**src/rtl/wb_pkg.sv**
```systemverilog
// Shared widths, controller state encoding and a width helper for the
// Wishbone line adapter.
package wb_pkg;

  localparam int DEF_LINE_W = 128;
  localparam int DEF_ADDR_W = 16;
  localparam int DEF_MEM_W  = 32;

  typedef enum logic [1:0] {
    IDLE = 2'd0,
    BEAT = 2'd1,
    ACK  = 2'd2
  } wb_state_e;

  function automatic int log2_w(input int value);
    int r;
    r = 32'sd0;
    while ((32'sd1 <<< r) < value) r = r + 32'sd1;
    return r;
  endfunction

endpackage

```
**src/rtl/wb_beat_slicer.sv**
```systemverilog
// Selects the data word and byte strobes of one beat out of a wide line.
module wb_beat_slicer
  import wb_pkg::*;
#(
  parameter int LINE_W = DEF_LINE_W,
  parameter int MEM_W  = DEF_MEM_W,
  parameter int BEAT_W = log2_w(DEF_LINE_W / DEF_MEM_W)
) (
  input  logic [LINE_W-1:0]   line_dat,
  input  logic [LINE_W/8-1:0] line_sel,
  input  logic [BEAT_W-1:0]   beat,
  output logic [MEM_W-1:0]    word,
  output logic [MEM_W/8-1:0]  strb
);

  localparam int BEATS   = LINE_W / MEM_W;
  localparam int MSTRB_W = MEM_W / 8;

  // Beat 0 maps to the least-significant word of the line.
  always_comb begin
    word = '0;
    strb = '0;
    for (int b = 0; b < BEATS; b++) begin
      if (beat == BEAT_W'(b)) begin
        word = line_dat[b*MEM_W +: MEM_W];
        strb = line_sel[b*MSTRB_W +: MSTRB_W];
      end else begin
        word = word;
        strb = strb;
      end
    end
  end

endmodule

```
**src/rtl/wb_line_adapter.sv**
```systemverilog
// Wishbone classic responder that splits 128-bit line transfers into
// 32-bit beats on a narrow word-memory port and reassembles read lines.
module wb_line_adapter
  import wb_pkg::*;
#(
  parameter  int LINE_W  = DEF_LINE_W,
  parameter  int ADDR_W  = DEF_ADDR_W,
  parameter  int MEM_W   = DEF_MEM_W,
  localparam int BEATS   = LINE_W / MEM_W,
  localparam int SEL_W   = LINE_W / 8,
  localparam int MSTRB_W = MEM_W / 8,
  localparam int MADDR_W = ADDR_W - log2_w(MSTRB_W)
) (
  input  logic               clk,
  input  logic               rst,
  input  logic [ADDR_W-1:0]  adr_i,
  input  logic [LINE_W-1:0]  dat_i,
  output logic [LINE_W-1:0]  dat_o,
  input  logic               we_i,
  input  logic [SEL_W-1:0]   sel_i,
  input  logic               stb_i,
  input  logic               cyc_i,
  output logic               ack_o,
  output logic               mem_valid,
  input  logic               mem_ready,
  output logic [MADDR_W-1:0] mem_addr,
  output logic               mem_we,
  output logic [MEM_W-1:0]   mem_wdata,
  output logic [MSTRB_W-1:0] mem_wstrb,
  input  logic [MEM_W-1:0]   mem_rdata
);

  localparam int BEAT_W   = log2_w(BEATS);
  localparam int LINE_OFF = log2_w(SEL_W);
  localparam int LINE_AW  = ADDR_W - LINE_OFF;

  wb_state_e            state_r, state_s;
  logic [BEAT_W-1:0]    beat_r, beat_s;
  logic [LINE_AW-1:0]   adr_r;
  logic                 we_r;
  logic [SEL_W-1:0]     sel_r;
  logic [LINE_W-1:0]    dat_r;

  logic                 done_s, last_s, issue_s, ack_s;
  logic [LINE_AW-1:0]   src_adr_s;
  logic                 src_we_s;
  logic [SEL_W-1:0]     src_sel_s;
  logic [LINE_W-1:0]    src_dat_s;
  logic [MEM_W-1:0]     slice_dat_s;
  logic [MSTRB_W-1:0]   slice_sel_s;
  logic                 mem_valid_s, mem_we_s;
  logic [MADDR_W-1:0]   mem_addr_s;
  logic [MEM_W-1:0]     mem_wdata_s;
  logic [MSTRB_W-1:0]   mem_wstrb_s;
  logic                 unused_adr_s;

  assign unused_adr_s = ^adr_i[LINE_OFF-1:0];
  // A skipped beat (mem_valid low) completes in its single cycle.
  assign done_s = !mem_valid || mem_ready;
  assign last_s = (beat_r == BEAT_W'(BEATS - 1));

  wb_beat_slicer #(
    .LINE_W (LINE_W),
    .MEM_W  (MEM_W),
    .BEAT_W (BEAT_W)
  ) u_slicer (
    .line_dat (src_dat_s),
    .line_sel (src_sel_s),
    .beat     (beat_s),
    .word     (slice_dat_s),
    .strb     (slice_sel_s)
  );

  // State and beat counter register.
  always_ff @(posedge clk or negedge rst) begin
    if (!rst) begin
      state_r <= IDLE;
      beat_r  <= '0;
    end else begin
      state_r <= state_s;
      beat_r  <= beat_s;
    end
  end

  // Next-state logic; cyc_i is judged only once the current beat is done.
  always_comb begin
    state_s = state_r;
    beat_s  = beat_r;
    case (state_r)
      IDLE: begin
        if (cyc_i && stb_i) begin
          state_s = BEAT;
          beat_s  = '0;
        end else begin
          state_s = IDLE;
        end
      end
      BEAT: begin
        if (!done_s) begin
          state_s = BEAT;
        end else if (!cyc_i) begin
          state_s = IDLE;
        end else if (last_s) begin
          state_s = ACK;
        end else begin
          beat_s = beat_r + BEAT_W'(1);
        end
      end
      ACK:     state_s = IDLE;
      default: state_s = IDLE;
    endcase
  end

  // Next values of the registered bus outputs; a stalled beat holds as-is.
  always_comb begin
    if (state_r == IDLE) begin
      src_adr_s = adr_i[ADDR_W-1:LINE_OFF];
      src_we_s  = we_i;
      src_sel_s = sel_i;
      src_dat_s = dat_i;
    end else begin
      src_adr_s = adr_r;
      src_we_s  = we_r;
      src_sel_s = sel_r;
      src_dat_s = dat_r;
    end
    issue_s     = (state_s == BEAT) && ((state_r == IDLE) || done_s);
    ack_s       = (state_s == ACK);
    mem_valid_s = mem_valid;
    mem_we_s    = mem_we;
    mem_addr_s  = mem_addr;
    mem_wdata_s = mem_wdata;
    mem_wstrb_s = mem_wstrb;
    if (issue_s) begin
      mem_valid_s = !src_we_s || (slice_sel_s != '0);
      mem_we_s    = src_we_s;
      mem_addr_s  = {src_adr_s, beat_s};
      mem_wdata_s = src_we_s ? slice_dat_s : '0;
      mem_wstrb_s = src_we_s ? slice_sel_s : '0;
    end else if (state_s == BEAT) begin
      mem_valid_s = mem_valid;
      mem_we_s    = mem_we;
    end else begin
      mem_valid_s = 1'b0;
      mem_we_s    = 1'b0;
      mem_addr_s  = '0;
      mem_wdata_s = '0;
      mem_wstrb_s = '0;
    end
  end

  // Output registers, request capture and read-line assembly.
  always_ff @(posedge clk or negedge rst) begin
    if (!rst) begin
      ack_o     <= 1'b0;
      mem_valid <= 1'b0;
      mem_we    <= 1'b0;
      mem_addr  <= '0;
      mem_wdata <= '0;
      mem_wstrb <= '0;
      dat_o     <= '0;
      adr_r     <= '0;
      we_r      <= 1'b0;
      sel_r     <= '0;
      dat_r     <= '0;
    end else begin
      ack_o     <= ack_s;
      mem_valid <= mem_valid_s;
      mem_we    <= mem_we_s;
      mem_addr  <= mem_addr_s;
      mem_wdata <= mem_wdata_s;
      mem_wstrb <= mem_wstrb_s;
      if ((state_r == IDLE) && cyc_i && stb_i) begin
        adr_r <= adr_i[ADDR_W-1:LINE_OFF];
        we_r  <= we_i;
        sel_r <= sel_i;
        dat_r <= dat_i;
      end
      if ((state_r == BEAT) && mem_valid && mem_ready && !mem_we) begin
        for (int b = 0; b < BEATS; b++) begin
          if (beat_r == BEAT_W'(b)) dat_o[b*MEM_W +: MEM_W] <= mem_rdata;
        end
      end
    end
  end

endmodule

```
**config.mk**
```make
export PLATFORM = sky130hd
export DESIGN_NAME = wb_line_adapter
export DESIGN_NICKNAME = d
export VERILOG_FILES = /design/src/rtl/wb_pkg.sv /design/src/rtl/wb_beat_slicer.sv /design/src/rtl/wb_line_adapter.sv
export SDC_FILE = /design/constraint.sdc
export NUM_CORES = 1
export LEC_CHECK = 0
export BUFFER_PORTS_ARGS = -buffer_cell sky130_fd_sc_hd__buf_2
export CAP_MARGIN = 10
export CORE_MARGIN = 5
export CORE_UTILIZATION = 50
export CTS_BUF_LIST = sky130_fd_sc_hd__clkbuf_2
export DETAILED_ROUTE_END_ITERATION = 8
export HOLD_SLACK_MARGIN = 0.08
export PLACE_DENSITY = 0.79
export SLEW_MARGIN = 20
export SYNTH_ARGS = -nofsm -noshare
export SYNTH_HDL_FRONTEND = slang
export SYNTH_HIERARCHICAL = 1
export SYNTH_SLANG_ARGS = --single-unit
```
**constraint.sdc**
```tcl
create_clock -name clk -period 3.3 [get_ports clk]
set_input_delay 0.33 -clock clk [delete_from_list [all_inputs] [get_ports clk]]
set_output_delay 0.33 -clock clk [all_outputs]
set_load 0.1 [all_outputs]
```
After elaboration in Yosys (flattened, before gate mapping) --
Index checks and enable logic that the tools add are counted.
Word-level totals: output and inout bits 181, flip-flop bits (word level) 342, logic and storage cells 81
Cells by class: $add $sub $neg 1, mux-type cells 33, eq/ne operators 10, reduce and logical (&&, ||, !) cells 21
Operator list (count):
- two-way mux 32 bit | 7
- two-way mux 128 bit | 1
- two-way mux 14 bit | 2
- two-way mux 4 bit | 7
- two-way mux 16 bit | 1
- two-way mux 2 bit | 7
- two-way mux 12 bit | 1
- equality test 2 bit (second input constant) | 5
- equality test 2 x 1 -> 1 bit (second input constant) | 4
- one-hot mux 2 bit (2 select lines) | 2
- AND reduction 2 bit | 4
- logical AND 1 bit | 7
- zero test 2 bit | 3
- two-way mux 1 bit | 5
- nonzero test 4 bit | 1
- zero test 1 bit | 3
- logical OR 1 bit | 3
- adder 2 x 1 -> 2 bit (second input constant) | 1
- inequality test 2 bit (second input constant) | 1

Logic depth before layout (Yosys ltp) --
word-level depth 13, depth in mapped cells 10, gate-level depth less buffers 7

Hierarchy --
The synthesis kept the hierarchy.
By module, submodules not included:
- wb_line_adapter | cells each 1275, area an instance 14695.3 µm², sequential area each 8558.2 µm², instances 1
- wb_beat_slicer | cells each 44, area an instance 924.6 µm², sequential area each 0.0 µm², instances 1

Worst setup path after synthesis --
No wires, ideal clock.
kind register to register, start point reg mem_valid, end point reg mem_valid, cell stages (with the launch flop) 9, required time 3.167 ns, period minus slack after synthesis 2.870 ns, data arrival time 2.737 ns, library setup time 0.133 ns, setup slack 0.430 ns, path through dfrtp_1 nand2b_1 nand4b_1 mux2i_1 inv_1 buf_6 mux4_1 nor4_1 a21boi_0
Between the ends: cells in the longest elaborated chain, start to end 12, elaborated cells between the ends (all ways) 21, those cells by class eq/ne: 5; mux: 9; reduce/logical: 7
Ends and longest elaborated chain:
- start: declaration | RTL line wb_line_adapter.sv:24 | output logic mem_valid,
- start signal: assignment | RTL line wb_line_adapter.sv:168 | mem_valid <= mem_valid_s;
- zero test 1 bit (*) | RTL line wb_line_adapter.sv:59 | assign done_s = !mem_valid || mem_ready;
- logical OR 1 bit (*) | RTL line wb_line_adapter.sv:59
- two-way mux 2 bit (*) | RTL line wb_line_adapter.sv:99 | if (!done_s) begin
- one-hot mux 2 bit (2 select lines) (*) | RTL line wb_line_adapter.sv:89 | case (state_r)
- net beat_s[0] | RTL line wb_line_adapter.sv:38 | logic [BEAT_W-1:0] beat_r, beat_s;
- zero test 2 bit | RTL line wb_beat_slicer.sv:24 | if (beat == BEAT_W'(b)) begin
- two-way mux 4 bit (3 in a row) | RTL line wb_beat_slicer.sv:24
- two-way mux 4 bit (*) | RTL line wb_beat_slicer.sv:24
- net slice_sel_s[2] | RTL line wb_line_adapter.sv:50 | logic [MSTRB_W-1:0] slice_sel_s;
- nonzero test 4 bit (*) | RTL line wb_line_adapter.sv:135 | mem_valid_s = !src_we_s || (slice_sel_s != '0);
- logical OR 1 bit (*) | RTL line wb_line_adapter.sv:135
- two-way mux 1 bit (*) | RTL line wb_line_adapter.sv:134 | if (issue_s) begin
The timed path passes the listed nets; every way through them passes the cells marked *. A chain may end at the register's enable or synchronous reset.

Worst setup path in the final report --
start point reg state_r[0], end point reg dat_r[114]
Between the ends: cells in the longest elaborated chain, start to end 3
Ends and longest elaborated chain:
- start: declaration | RTL line wb_line_adapter.sv:37 | wb_state_e state_r, state_s;
- start signal: assignment | RTL line wb_line_adapter.sv:80 | state_r <= state_s;
- zero test 2 bit | RTL line wb_line_adapter.sv:173 | if ((state_r == IDLE) && cyc_i && stb_i) begin
- logical AND 1 bit (2 in a row) | RTL line wb_line_adapter.sv:173
- end signal: assignment | RTL line wb_line_adapter.sv:177 | dat_r <= dat_i;
- end: declaration | RTL line wb_line_adapter.sv:42 | logic [LINE_W-1:0] dat_r;
No other way between the ends.

==> impl_metrics.json <==
{
  "combPwrFrac": 0.553,
  "worstPathCellList": "and4bb_4, buf_4, buf_4, nand2_1, nand2_1",
  "clock_latency_ns": 0.87,
  "cts_tree": "yes",
  "synth_nets": 1517,
  "grt_pass1_vias": 14500,
  "drive_gt1_frac": 0.419,
  "fp.dieW_um": 187,
  "utilization": 0.680,
  "worst_hold_slack_ns": 0.204,
  "die_area_um2": 34900,
  "critPathMaxFanout": 80,
  "slew_headroom": 0.389,
  "design.core.area_um2": 30700,
  "antenna_found_initial": 11,
  "post_dp_cell_area_um2": 17700,
  "cts_buffer_depth": 3,
  "path_clk_slew_ns": 0.10,
  "clock_sinks": 342,
  "ioPinCount": 379,
  "finalCriticalPeriod_ns": 2.84,
  "power_density_nw_per_um2": 1030,
  "overflow": 0,
  "grt_max_degree": 81,
  "outcome": "completed",
  "vias_per_cell": 5.46,
  "crit_type": "flip-flop to flip-flop",
  "p_sw_frac": 0.537,
  "internal-power_mw": 10.0,
  "p_seq_frac": 0.303,
  "routed-via-count": 13200,
  "synth.largest_area_cell": "dfrtp_1",
  "worstPathRequired_ns": 4.11,
  "finClkSkew_ns": 0.0586,
  "crit_family": "buffers and inverters",
  "io_buffers": 374,
  "track_usage": 0.276,
  "cts_hold_buf": 227,
  "ys_seq_area_frac": 0.548,
  "p_clk_frac": 0.144,
  "cp-start-kind": "flip-flop",
  "critical_path_arrival_ns": 3.65,
  "post_drt_wl_per_cell_um": 20.0,
  "drt.antenna.violating_nets": 0,
  "ys_types": 39,
  "end_kind": "flip-flop",
  "yosys_warnings": 6,
  "yosys-top-cells-area": "dfrtp_1 (55%), mux2_2 (19%), nand2_1 (12%)",
  "power.leakage_nw": 10.9,
  "p_switching_mw": 11.6,
  "initialDrtViolationCount": 916,
  "tns_ns": 0,
  "drt_first_pass_iters": 5,
  "wl_um": 48500,
  "peakVddDrop_mv": 0.842,
  "slowest_stage": "buf_4",
  "timing.max_cap.violations": 0,
  "slew_viol_final": 0,
  "syn-cell-area_um2": 15600,
  "cts_resized": 0,
  "grt_first_pass_wirelength_um": 78300,
  "finalInstanceArea_um2": 20900,
  "fin_nets": 2149,
  "dpl.hpwl_um": 28600,
  "root_buffer": "clkbuf_2",
  "die_y_um": 187,
  "cts_setup_buffers": 0,
  "rsz0062_at_grt": "false",
  "place.gp.congestion": 0.822,
  "num_rows": 64,
  "htree_num_levels": 3,
  "critPathMaxStageDelay_ns": 0.82,
  "start_util": 0.508,
  "cts-buffers-inserted": 89,
  "area_delta_synth_final_pct": 33.8,
  "synth_top_area_frac": 0.548,
  "hp-class": "input pin to flip-flop",
  "synth-seq-cells": 342,
  "path_buf_inv": 2,
  "netlist_instances": 1319,
  "period_share": 0.861,
  "tightest_slew_ns": 0.917,
  "syn_avg_cell_area_um2": 11.8,
  "fmax_ghz": 0.352,
  "setup_viol": 0,
  "drc_errors": 0,
  "hold_viol": 0
}
layer usage:
metal,part of all wire,track usage
met1,0.38,0.332
met2,0.50,0.460
met3,0.076,0.0760
met4,0.045,0.137
met5,0.00078,0
kinds of logic after synthesis:
kind of cell / count (synthesis) / synth area share
flops: 342 / 0.548
buf+inv: 85 / 0.0354
mux: 321 / 0.258
compound gates: 56 / 0.0288
simple gates: 515 / 0.130
power groups by stage:
| stage | clock network, mW | registers, mW | logic, mW |
|---|---|---|---|
| final | 3.10 | 6.54 | 11.9 |
| after global routing | 3.43 | 6.70 | 12.4 |
| after CTS | 3.17 | 6.47 | 11.8 |
| after detailed placement | 0 | 6.55 | 11.5 |
| after global placement | 0 | 6.44 | 11.3 |
| after floorplan | 0 | 12.8 | 3.18 |
area by class of cell:
type                    instances  area [um^2]
flip-flops and latches        342         8560
diodes                          7         17.5
repair buffers                624         4420
clock inverters                30          218
inverters                       2         7.51
clock buffers                 129          646
well taps                     396          495
fillers                      2115         9850
multi-input cells             892         6540
cells in the final DEF (no fill, tap or decap), drive strengths merged, types with 8 or more instances in the layout:
master,n
nand2,488
buf,398
dfrtp,342
mux2,272
dlygate4sd3,226
clkbuf,129
a22o,36
mux4,36
clkinv,25
o21ai,15
mux2i,13
nor2,8
state kept, by name, indices dropped and copies added, names as in the netlist:
signal     flops
dat_o        128
dat_r        128
mem_wdata     32
sel_r         16
mem_addr      14
adr_r         12
mem_wstrb      4
beat_r         2
state_r        2
ack_o          1
mem_valid      1
mem_we         1
we_r           1
through the flow:
| stage | power [mW] | setup WS, ns | instances |
|---|---|---|---|
| 2_1_floorplan | 16.0 | 0.430 | 1319 |
| 3_3_place_gp | 17.7 | 0.576 | 2029 |
| 3_5_place_dp | 18.0 | 0.514 | 2029 |
| 4_1_cts | 21.5 | 0.506 | 2415 |
| 5_1_grt | 22.5 | 0.318 | 2422 |
| 6_report | 21.6 | 0.458 | 2422 |
cells in the mapped netlist, drive strengths merged:
| master | number |
|---|---|
| a21boi | 1 |
| nor2b | 1 |
| a2bb2oi | 1 |
| or2 | 2 |
| o32ai | 1 |
| mux2 | 272 |
| nor2 | 8 |
| inv | 2 |
| buf | 58 |
| and3 | 1 |
| nand2b | 4 |
| mux2i | 13 |
| nor4 | 2 |
| a31o | 1 |
| dfrtp | 342 |
| nand2 | 488 |
| o31ai | 1 |
| nand3b | 1 |
| clkbuf | 25 |
| a22o | 36 |
| nor3b | 1 |
| o21ai | 15 |
| mux4 | 36 |
| nand4b | 1 |
| nor3 | 2 |
| nand3 | 2 |
| and4bb | 1 |
| and2 | 1 |
path summary, 6_finish.rpt:
| check | from | end | slack [ns] | cells after the start |
|---|---|---|---|---|
| setup reg to reg | state_r[0]$_DFF_PN0_ | dat_r[114]$_DFFE_PN0P_ | 0.46 | 5 |
| max in group asynchronous | rst | dat_o[30]$_DFFE_PN0P_ | 2.11 | 4 |
| min in group asynchronous | rst | dat_r[11]$_DFFE_PN0P_ | 0.62 | 4 |
| setup / recovery | state_r[0]$_DFF_PN0_ | dat_r[114]$_DFFE_PN0P_ | 0.46 | 5 |
| hold / removal | dat_i[74] | dat_r[74]$_DFFE_PN0P_ | 0.20 | 4 |
| hold reg to reg | dat_r[75]$_DFFE_PN0P_ | dat_r[75]$_DFFE_PN0P_ | 0.47 | 2 |
worst min-delay path, stage by stage:
cell and delay, ns:
dlygate4sd3_1 0.52, buf_2 0.10, nand2_1 0.05, nand2_1 0.05
(Power assumes the default switching activity.)
